## config.mk

```make
export PLATFORM = sky130hd
export DESIGN_NAME = csr_file
export DESIGN_NICKNAME = d
export VERILOG_FILES = /design/src/rtl/csr_file_pkg.sv /design/src/rtl/csr_counter64.sv /design/src/rtl/csr_file.sv
export SDC_FILE = /design/constraint.sdc
export NUM_CORES = 1
export LEC_CHECK = 0
export BUFFER_PORTS_ARGS = -buffer_cell sky130_fd_sc_hd__buf_2
export CAP_MARGIN = 20
export CELL_PAD_IN_SITES_DETAIL_PLACEMENT = 1
export CELL_PAD_IN_SITES_GLOBAL_PLACEMENT = 2
export CORE_AREA = 2 2 271 273
export DETAILED_ROUTE_END_ITERATION = 16
export DIE_AREA = 0 0 273 275
export GPL_ROUTABILITY_DRIVEN = 0
export PLACE_DENSITY_LB_ADDON = 0.1
export SYNTH_ARGS = -nofsm -noshare
export SYNTH_HDL_FRONTEND = slang
export SYNTH_SLANG_ARGS = --single-unit
```

## constraint.sdc

```tcl
create_clock -name clk -period 5.2 [get_ports clk]
set_input_delay 0.52 -clock clk [delete_from_list [all_inputs] [get_ports clk]]
set_output_delay 0.52 -clock clk [all_outputs]
set_load 0.005 [all_outputs]
```

## src/rtl/csr_file_pkg.sv

```systemverilog
// Shared CSR definitions: implemented addresses, mstatus bit positions, misa default.
// Imported by csr_file and csr_counter64.
package csr_file_pkg;

    typedef enum logic [11:0] {
        CSR_MSTATUS   = 12'h300,
        CSR_MISA      = 12'h301,
        CSR_MIE       = 12'h304,
        CSR_MTVEC     = 12'h305,
        CSR_MSCRATCH  = 12'h340,
        CSR_MEPC      = 12'h341,
        CSR_MCAUSE    = 12'h342,
        CSR_MTVAL     = 12'h343,
        CSR_MIP       = 12'h344,
        CSR_MCYCLE    = 12'hB00,
        CSR_MINSTRET  = 12'hB02,
        CSR_MCYCLEH   = 12'hB80,
        CSR_MINSTRETH = 12'hB82,
        CSR_CYCLE     = 12'hC00,
        CSR_INSTRET   = 12'hC02,
        CSR_CYCLEH    = 12'hC80,
        CSR_INSTRETH  = 12'hC82,
        CSR_MVENDORID = 12'hF11,
        CSR_MARCHID   = 12'hF12,
        CSR_MIMPID    = 12'hF13,
        CSR_MHARTID   = 12'hF14
    } csr_addr_e;

    localparam int          MSTATUS_MIE_BIT  = 3;
    localparam int          MSTATUS_MPIE_BIT = 7;
    localparam logic [31:0] MISA_DEFAULT     = 32'h4000_0100;

    // Word-aligns an address by clearing its two low bits.
    function automatic logic [31:0] align4(input logic [31:0] v);
        return v & 32'hFFFF_FFFC;
    endfunction

endpackage

```

## src/rtl/csr_counter64.sv

```systemverilog
// 64-bit free-running counter with increment enable and per-half overwrite.
// A write to either half takes precedence over the increment in that cycle.
module csr_counter64
    import csr_file_pkg::*;
(
    input  logic        clk,
    input  logic        rst,
    input  logic        inc,
    input  logic        we_lo,
    input  logic        we_hi,
    input  logic [31:0] wd,
    output logic [63:0] count
);

    logic [63:0] count_r;

    // Counter state: reset, half overwrite, or increment with carry.
    always_ff @(posedge clk) begin
        if (rst) begin
            count_r <= 64'd0;
        end else if (we_lo || we_hi) begin
            count_r <= {(we_hi ? wd : count_r[63:32]), (we_lo ? wd : count_r[31:0])};
        end else if (inc) begin
            count_r <= count_r + 64'd1;
        end
    end

    assign count = count_r;

endmodule

```

## src/rtl/csr_file.sv

```systemverilog
// Machine-mode CSR file for the single-cycle RV32I core: combinational read,
// edge-committed writes, trap/mret state update and the cycle/instret counters.
module csr_file
    import csr_file_pkg::*;
#(
    parameter logic [31:0] HART_ID  = 32'h0000_0000,
    parameter logic [31:0] MISA_VAL = MISA_DEFAULT
) (
    input  logic        clk,
    input  logic        rst,
    input  logic [11:0] csr_addr,
    input  logic        csr_we,
    input  logic [31:0] csr_wd,
    output logic [31:0] csr_rd,
    output logic        csr_illegal,
    input  logic        instr_retire,
    input  logic        trap_en,
    input  logic [31:0] trap_cause,
    input  logic [31:0] trap_pc,
    input  logic [31:0] trap_val,
    input  logic        mret,
    output logic [31:0] mtvec_out,
    output logic [31:0] mepc_out,
    output logic        mie_global
);

    logic        mie_bit_r;
    logic        mpie_bit_r;
    logic [31:0] mie_r;
    logic [31:0] mtvec_r;
    logic [31:0] mscratch_r;
    logic [31:0] mepc_r;
    logic [31:0] mcause_r;
    logic [31:0] mtval_r;

    logic [63:0] mcycle_s;
    logic [63:0] minstret_s;
    logic [31:0] mstatus_s;
    logic [31:0] rdata_s;
    logic        implemented_s;
    logic        read_only_s;
    logic        wr_ok_s;

    // Assemble the architectural view of mstatus from the two stored bits.
    always_comb begin
        mstatus_s                   = 32'd0;
        mstatus_s[MSTATUS_MIE_BIT]  = mie_bit_r;
        mstatus_s[MSTATUS_MPIE_BIT] = mpie_bit_r;
    end

    // Address decode: read data, implemented flag and read-only flag.
    always_comb begin
        rdata_s       = 32'd0;
        implemented_s = 1'b1;
        read_only_s   = (csr_addr[11:10] == 2'b11);
        case (csr_addr)
            CSR_MSTATUS:   rdata_s = mstatus_s;
            CSR_MIE:       rdata_s = mie_r;
            CSR_MTVEC:     rdata_s = mtvec_r;
            CSR_MSCRATCH:  rdata_s = mscratch_r;
            CSR_MEPC:      rdata_s = mepc_r;
            CSR_MCAUSE:    rdata_s = mcause_r;
            CSR_MTVAL:     rdata_s = mtval_r;
            CSR_MCYCLE:    rdata_s = mcycle_s[31:0];
            CSR_MCYCLEH:   rdata_s = mcycle_s[63:32];
            CSR_MINSTRET:  rdata_s = minstret_s[31:0];
            CSR_MINSTRETH: rdata_s = minstret_s[63:32];
            CSR_MISA: begin
                rdata_s     = MISA_VAL;
                read_only_s = 1'b1;
            end
            CSR_MIP: begin
                rdata_s     = 32'd0;
                read_only_s = 1'b1;
            end
            CSR_CYCLE:     rdata_s = mcycle_s[31:0];
            CSR_CYCLEH:    rdata_s = mcycle_s[63:32];
            CSR_INSTRET:   rdata_s = minstret_s[31:0];
            CSR_INSTRETH:  rdata_s = minstret_s[63:32];
            CSR_MVENDORID: rdata_s = 32'd0;
            CSR_MARCHID:   rdata_s = 32'd0;
            CSR_MIMPID:    rdata_s = 32'd0;
            CSR_MHARTID:   rdata_s = HART_ID;
            default: begin
                rdata_s       = 32'd0;
                implemented_s = 1'b0;
            end
        endcase
    end

    assign wr_ok_s     = csr_we && implemented_s && !read_only_s;
    assign csr_rd      = rdata_s;
    assign csr_illegal = !implemented_s || (csr_we && read_only_s);

    // Register updates; trap and mret own mstatus/mepc/mcause/mtval in their cycle.
    always_ff @(posedge clk) begin
        if (rst) begin
            mie_bit_r  <= 1'b0;
            mpie_bit_r <= 1'b0;
            mie_r      <= 32'd0;
            mtvec_r    <= 32'd0;
            mscratch_r <= 32'd0;
            mepc_r     <= 32'd0;
            mcause_r   <= 32'd0;
            mtval_r    <= 32'd0;
        end else begin
            if (trap_en) begin
                mepc_r     <= align4(trap_pc);
                mcause_r   <= trap_cause;
                mtval_r    <= trap_val;
                mpie_bit_r <= mie_bit_r;
                mie_bit_r  <= 1'b0;
            end else if (mret) begin
                mie_bit_r  <= mpie_bit_r;
                mpie_bit_r <= 1'b1;
            end else if (wr_ok_s) begin
                case (csr_addr)
                    CSR_MSTATUS: begin
                        mie_bit_r  <= csr_wd[MSTATUS_MIE_BIT];
                        mpie_bit_r <= csr_wd[MSTATUS_MPIE_BIT];
                    end
                    CSR_MEPC:   mepc_r   <= align4(csr_wd);
                    CSR_MCAUSE: mcause_r <= csr_wd;
                    CSR_MTVAL:  mtval_r  <= csr_wd;
                    default: ;
                endcase
            end
            if (wr_ok_s) begin
                case (csr_addr)
                    CSR_MIE:      mie_r      <= csr_wd;
                    CSR_MTVEC:    mtvec_r    <= align4(csr_wd);
                    CSR_MSCRATCH: mscratch_r <= csr_wd;
                    default: ;
                endcase
            end
        end
    end

    csr_counter64 u_mcycle (
        .clk   (clk),
        .rst   (rst),
        .inc   (1'b1),
        .we_lo (wr_ok_s && (csr_addr == CSR_MCYCLE)),
        .we_hi (wr_ok_s && (csr_addr == CSR_MCYCLEH)),
        .wd    (csr_wd),
        .count (mcycle_s)
    );

    csr_counter64 u_minstret (
        .clk   (clk),
        .rst   (rst),
        .inc   (instr_retire),
        .we_lo (wr_ok_s && (csr_addr == CSR_MINSTRET)),
        .we_hi (wr_ok_s && (csr_addr == CSR_MINSTRETH)),
        .wd    (csr_wd),
        .count (minstret_s)
    );

    assign mtvec_out  = mtvec_r;
    assign mepc_out   = mepc_r;
    assign mie_global = mie_bit_r;

endmodule

```

==> impl_metrics.env, run 1 <==
export IMPL_grt_antenna_before_repair=7
export IMPL_max_cap_violations=0
export IMPL_cts_buffer_depth=3
export IMPL_place_inst=3461
export IMPL_ys_types=80
export IMPL_clock_latency_ns=0.59
export IMPL_core_area_mm2=0.0723
export IMPL_cts_buffers=43
export IMPL_post_cts_setup_buffers=0
export IMPL_nets=2695
export IMPL_start_util=0.247
export IMPL_io_pins=244
export IMPL_cpMostUsedCell="buf_2"
export IMPL_grt_pass1_wl_mm=151
export IMPL_h_tree_depth=2
export IMPL_finalCriticalPeriod_ns=4.03
export IMPL_grt_usage=0.270
export IMPL_rrSetupSlack_ns=1.84
export IMPL_synth_area_mm2=0.0179
export IMPL_cts_tree="built"
export IMPL_ys_ff_latch=318
export IMPL_fin_area_mm2=0.0213
export IMPL_area_growth_pct=19.1
export IMPL_p_leak_nw=7.14
export IMPL_dp_hpwl_mm=75.0
export IMPL_drt_iter0_drc=1754
export IMPL_synth_ff_type="dfxtp_1"
export IMPL_vias=20700
export IMPL_hold_viol_final=0
export IMPL_syn_area_per_cell_um2=7.30
export IMPL_fin_util=0.294
export IMPL_relSlewSlack=0.285
export IMPL_synth_edf_count=0
export IMPL_critPathKind="input pin to output pin"
export IMPL_wl_mm=104
export IMPL_drive_gt1_frac=0.162
export IMPL_fin_setup_tns_ns=0
export IMPL_outcome="complete, no violations"
export IMPL_overflow=0
export IMPL_p_per_area_mw_per_mm2=287
export IMPL_drtAntennaViolNets=0
export IMPL_yosysWarnings=0
export IMPL_async_reset_ff_frac=0
export IMPL_hp_class="input pin to register"
export IMPL_ctsResizeCount=0
export IMPL_tightest_slew_ns=1.07
export IMPL_fin_total_pwr_w=0.00610
export IMPL_cp_cell_sequence="buf_2 > or4_1 > nor4_2 > buf_4 > a22oi_1 > o21ai_0 > a221oi_1 > nand2_1 > buf_2"
export IMPL_crit_arrival_ns=3.51
export IMPL_grt_start_max_net_pins=82
export IMPL_synth_seq_area_share=0.356
export IMPL_rsz0062_at_grt="no"
export IMPL_setup_viol=0
export IMPL_end_kind="output pin"
export IMPL_grt_pass1_vias=20600
export IMPL_crit_buf_inv=3
export IMPL_critPathLaunchType="input pin"
export IMPL_nFillCells=8843
export IMPL_slowest_delay_ns=0.78
export IMPL_syn_inst=2448
export IMPL_crit_family="simple AND/OR/NAND/NOR gates"
export IMPL_dr_pass1_iters=8
export IMPL_drc_errors=0
export IMPL_postCtsHoldBufs=0
export IMPL_clock_sinks=318
export IMPL_place_area_mm2=0.0199
export IMPL_core_rowCount=99
export IMPL_slew_violations=0
export IMPL_io_buffers=237
export IMPL_vdd_drop_max_mv=0.221
export IMPL_fp_dieW_um=273
export IMPL_fmax_mhz=248
export IMPL_slowest_stage="or4_1"
export IMPL_dieArea_mm2=0.0751
export IMPL_crit_fanout=24
export IMPL_vias_per_cell=5.84
export IMPL_fin_crit_sh=0.775
export IMPL_root_buffer="clkbuf_16"
export IMPL_finClkSkew_ns=0.0145
export IMPL_cts_clk_slew_worst_paths_ns=0.06
export IMPL_stdcell_count=3535
export IMPL_wl_per_cell_um=29.5
export IMPL_die_h_um=275
export IMPL_worstPathRequired_ns=4.68
==> metrics by stage <==
stage	hold WS, ns	worst slack [ns]
global route	0.199	1.11
detailed placement	0.447	1.23
global placement	0.437	1.31
CTS	0.171	1.22
floorplan	0.431	2.31
finish	0.200	1.17
==> worst register-to-register path: stages, from the launching register on <==
cell	delay, ns
dfxtp_1	0.51
and3_1	0.46
and3_1	0.53
nand4_1	0.66
nor4_1	0.59
mux2i_1	0.15
a2111oi_2	0.36
==> worst paths after layout <==
kind | from | end | cells past startpoint
setup / recovery | csr_addr[7] | csr_rd[20] | 9
hold / removal | trap_cause[4] | mcause_r[4] | 3
setup reg to reg | u_minstret.count[29] | u_minstret.count[63] | 6
hold reg to reg | mscratch_r[4] | mscratch_r[4] | 2
==> state kept, by name, indices dropped and copies added, names as in the netlist <==
| name | count |
|---|---|
| mtval_r | 32 |
| u_minstret.count | 64 |
| u_mcycle.count | 64 |
| mie_global | 1 |
| mie_r | 32 |
| mcause_r | 32 |
| mtvec_out | 30 |
| mscratch_r | 32 |
| mepc_out | 30 |
| mpie_bit_r | 1 |
==> layout by cell type, fill, tap and decap left out, types with 6 or more instances in the layout <==
master / n
a31oi_1: 37
nor4_1: 61
and3_1: 32
inv_1: 25
nor2_1: 182
nand3_1: 80
a311oi_1: 60
or4_1: 8
nor3_2: 7
nand4_1: 67
a21o_1: 15
clkbuf_16: 44
and4_1: 6
buf_2: 236
o41ai_1: 15
clkbuf_1: 8
a211oi_1: 26
buf_4: 66
dfxtp_1: 318
o21ai_1: 8
clkinv_2: 6
a22oi_1: 95
and2_1: 20
o31ai_1: 26
clkbuf_8: 8
nor3_1: 106
nand2_1: 465
o211ai_1: 7
a21oi_1: 200
o21ai_0: 109
a222oi_1: 37
a22o_1: 13
or3_1: 12
a221oi_1: 30
mux2i_1: 8
nand3b_1: 7
o22ai_1: 10
o21a_1: 9
==> report_power, final <==
part,switching (W),internal [W],total [W]
clock,0.00127,0.00186,0.00312
sequential,0.0000528,0.00249,0.00255
combinational,0.000311,0.000123,0.000435
total,0.00163,0.00447,0.00610
==> cells by family after synthesis <==
group	synth area share
and+or+nand+nor	0.289
AOI/OAI and AO/OA	0.283
DFF	0.356
buffers and inverters	0.0656
muxes	0.00511
adders and majority gates	0.00140
other	0.000210
==> synthesized netlist by cell type (30+ instances only) <==
master / number / share of area
a21oi_1: 200 / 0.056
a221oi_1: 30 / 0.015
a222oi_1: 37 / 0.021
a22oi_1: 95 / 0.040
a311oi_1: 60 / 0.029
a31oi_1: 37 / 0.013
and3_1: 32 / 0.011
buf_2: 54 / 0.015
clkbuf_1: 177 / 0.037
dfxtp_1: 318 / 0.36
nand2_1: 465 / 0.098
nand3_1: 80 / 0.022
nand4_1: 67 / 0.023
nor2_1: 186 / 0.039
nor3_1: 111 / 0.031
nor4_1: 65 / 0.023
o21ai_0: 109 / 0.031
==> area by class of cell <==
cell class	instances	area, um^2	area share
flip-flops and latches	318	6370	0.299
multi-input cells	1851	10400	0.490
inverters	27	104	0.00488
diodes	1	2.50	0.000118
well taps	959	1200	0.0564
repair buffers	306	1750	0.0823
clock inverters	13	184	0.00864
clock buffers	60	1240	0.0583
==> per-layer routing <==
metal,vias up,routed length (um),track usage
met3,112,5200,0.0340
met1,10600,48200,0.375
met5,-,96,0
met4,14,1850,0.0554
met2,644,49000,0.448
li1,9305,-,-
(Power assumes the default switching activity.)
==> run 2: changes to the inputs <==
==> constraint.sdc (replaced) <==
create_clock -name clk -period 3.9 [get_ports clk]
set_input_delay 0.39 -clock clk [delete_from_list [all_inputs] [get_ports clk]]
set_output_delay 0.39 -clock clk [all_outputs]
set_load 0.005 [all_outputs]
==> impl_metrics.env, run 2 (synthesis results as in run 1) <==
export IMPL_cpMostUsedCell="buf_2"
export IMPL_grt_pass1_wl_mm=150
export IMPL_cts_tree="built"
export IMPL_hp_class="input pin to register"
export IMPL_slowest_stage="or4bb_1"
export IMPL_die_h_um=275
export IMPL_clock_sinks=318
export IMPL_post_cts_setup_buffers=0
export IMPL_grt_start_max_net_pins=152
export IMPL_rsz0062_at_grt="no"
export IMPL_stdcell_count=3576
export IMPL_wl_per_cell_um=29.1
export IMPL_mostFrequentLayoutCells="nand2_1, dfxtp_1, buf_2"
export IMPL_start_util=0.247
export IMPL_crit_family="simple AND/OR/NAND/NOR gates"
export IMPL_grt_antenna_before_repair=12
export IMPL_fin_crit_sh=0.838
export IMPL_p_per_area_mw_per_mm2=373
export IMPL_ctsResizeCount=0
export IMPL_finalCriticalPeriod_ns=3.27
export IMPL_wl_mm=104
export IMPL_p_leak_nw=7.34
export IMPL_critPathLaunchType="input pin"
export IMPL_fin_setup_tns_ns=0
export IMPL_io_buffers=237
export IMPL_crit_arrival_ns=2.88
export IMPL_slowest_delay_ns=0.74
export IMPL_drc_errors=0
export IMPL_place_ws_ns=0.605
export IMPL_cts_clk_slew_worst_paths_ns=0.06
export IMPL_dp_hpwl_mm=74.8
export IMPL_layout_commonest_cell="nand2_1"
export IMPL_cts_buffers=43
export IMPL_nets=2731
export IMPL_fmax_mhz=306
export IMPL_drtAntennaViolNets=0
export IMPL_tightest_slew_ns=0.983
export IMPL_grt_pass1_vias=20700
export IMPL_hold_viol_final=0
export IMPL_area_growth_pct=21.0
export IMPL_setup_viol=0
export IMPL_outcome="complete, no violations"
export IMPL_root_buffer="clkbuf_16"
export IMPL_crit_buf_inv=4
export IMPL_slew_violations=0
export IMPL_fp_dieW_um=273
export IMPL_h_tree_depth=2
export IMPL_worst_slack_ns=0.633
export IMPL_end_kind="output pin"
export IMPL_io_pins=244
export IMPL_worstPathRequired_ns=3.51
export IMPL_vdd_drop_max_mv=0.232
export IMPL_timing_hold_ws_ns=0.0597
export IMPL_finClkSkew_ns=0.0291
export IMPL_core_rowCount=99
export IMPL_critPathKind="input pin to output pin"
export IMPL_fin_total_pwr_w=0.00807
export IMPL_drive_gt1_frac=0.173
export IMPL_clock_latency_ns=0.60
export IMPL_grt_usage=0.270
export IMPL_vias_per_cell=5.80
export IMPL_dr_pass1_iters=6
export IMPL_nFillCells=8802
export IMPL_dieArea_mm2=0.0751
export IMPL_drt_iter0_drc=1690
export IMPL_place_inst=3497
export IMPL_relSlewSlack=0.345
export IMPL_crit_fanout=29
export IMPL_cts_buffer_depth=3
export IMPL_postCtsHoldBufs=0
export IMPL_cp_cell_sequence="buf_2 > or4bb_1 > nor4_2 > buf_12 > a22oi_1 > o21ai_0 > buf_4 > a221oi_1 > nand2_1 > buf_2"
export IMPL_max_cap_violations=0
export IMPL_vias=20800
export IMPL_core_area_mm2=0.0723
export IMPL_overflow=0
==> run 2: stage by stage <==
step,util,instance area [um^2]
3_3_place_gp,0.280,20200
4_1_cts,0.299,21600
6_report,0.299,21600
5_1_grt,0.299,21600
2_1_floorplan,-,17900
3_5_place_dp,0.280,20200
==> run 2: final cells by class <==
type / count / area [um^2] / area share
antenna: 1 / 2.50 / 0.000116
clock buffer: 69 / 1350 / 0.0622
clock inverter: 9 / 63.8 / 0.00295
inverter: 27 / 104 / 0.00480
multi-input combinational: 1851 / 10400 / 0.482
sequential: 318 / 6370 / 0.294
tap: 959 / 1200 / 0.0555
timing repair buffer: 342 / 2120 / 0.0981
==> run 2: worst paths after layout <==
path / from / endpoint / slack, ns / depth (start not counted)
setup / recovery: csr_addr[10] / csr_rd[13] / 0.63 / 10
hold / removal: trap_cause[11] / mcause_r[11] / 0.06 / 3
setup reg to reg: u_mcycle.count[28] / u_mcycle.count[51] / 0.83 / 6
hold reg to reg: mie_r[0] / mie_r[0] / 0.45 / 2
==> run 2: metal layers <==
metal,vias up,global-route usage,part of all wire
met2,636,0.452,0.47
met4,16,0.0544,0.018
li1,9382,-,-
met3,123,0.0412,0.051
met1,10600,0.367,0.46
met5,-,0,0.0010
==> run 2: worst reg2reg max path, stage by stage, from the launching register on <==
cell,delay (ns)
dfxtp_1,0.47
nand4_1,0.36
or2_2,0.45
nor4b_2,0.38
nand4_1,0.51
or4b_1,0.65
a31oi_1,0.17
==> run 2: power by group <==
part	switching [W]	internal [W]
combinational	0.000413	0.000169
clock	0.00173	0.00236
sequential	0.0000714	0.00332
total	0.00222	0.00585
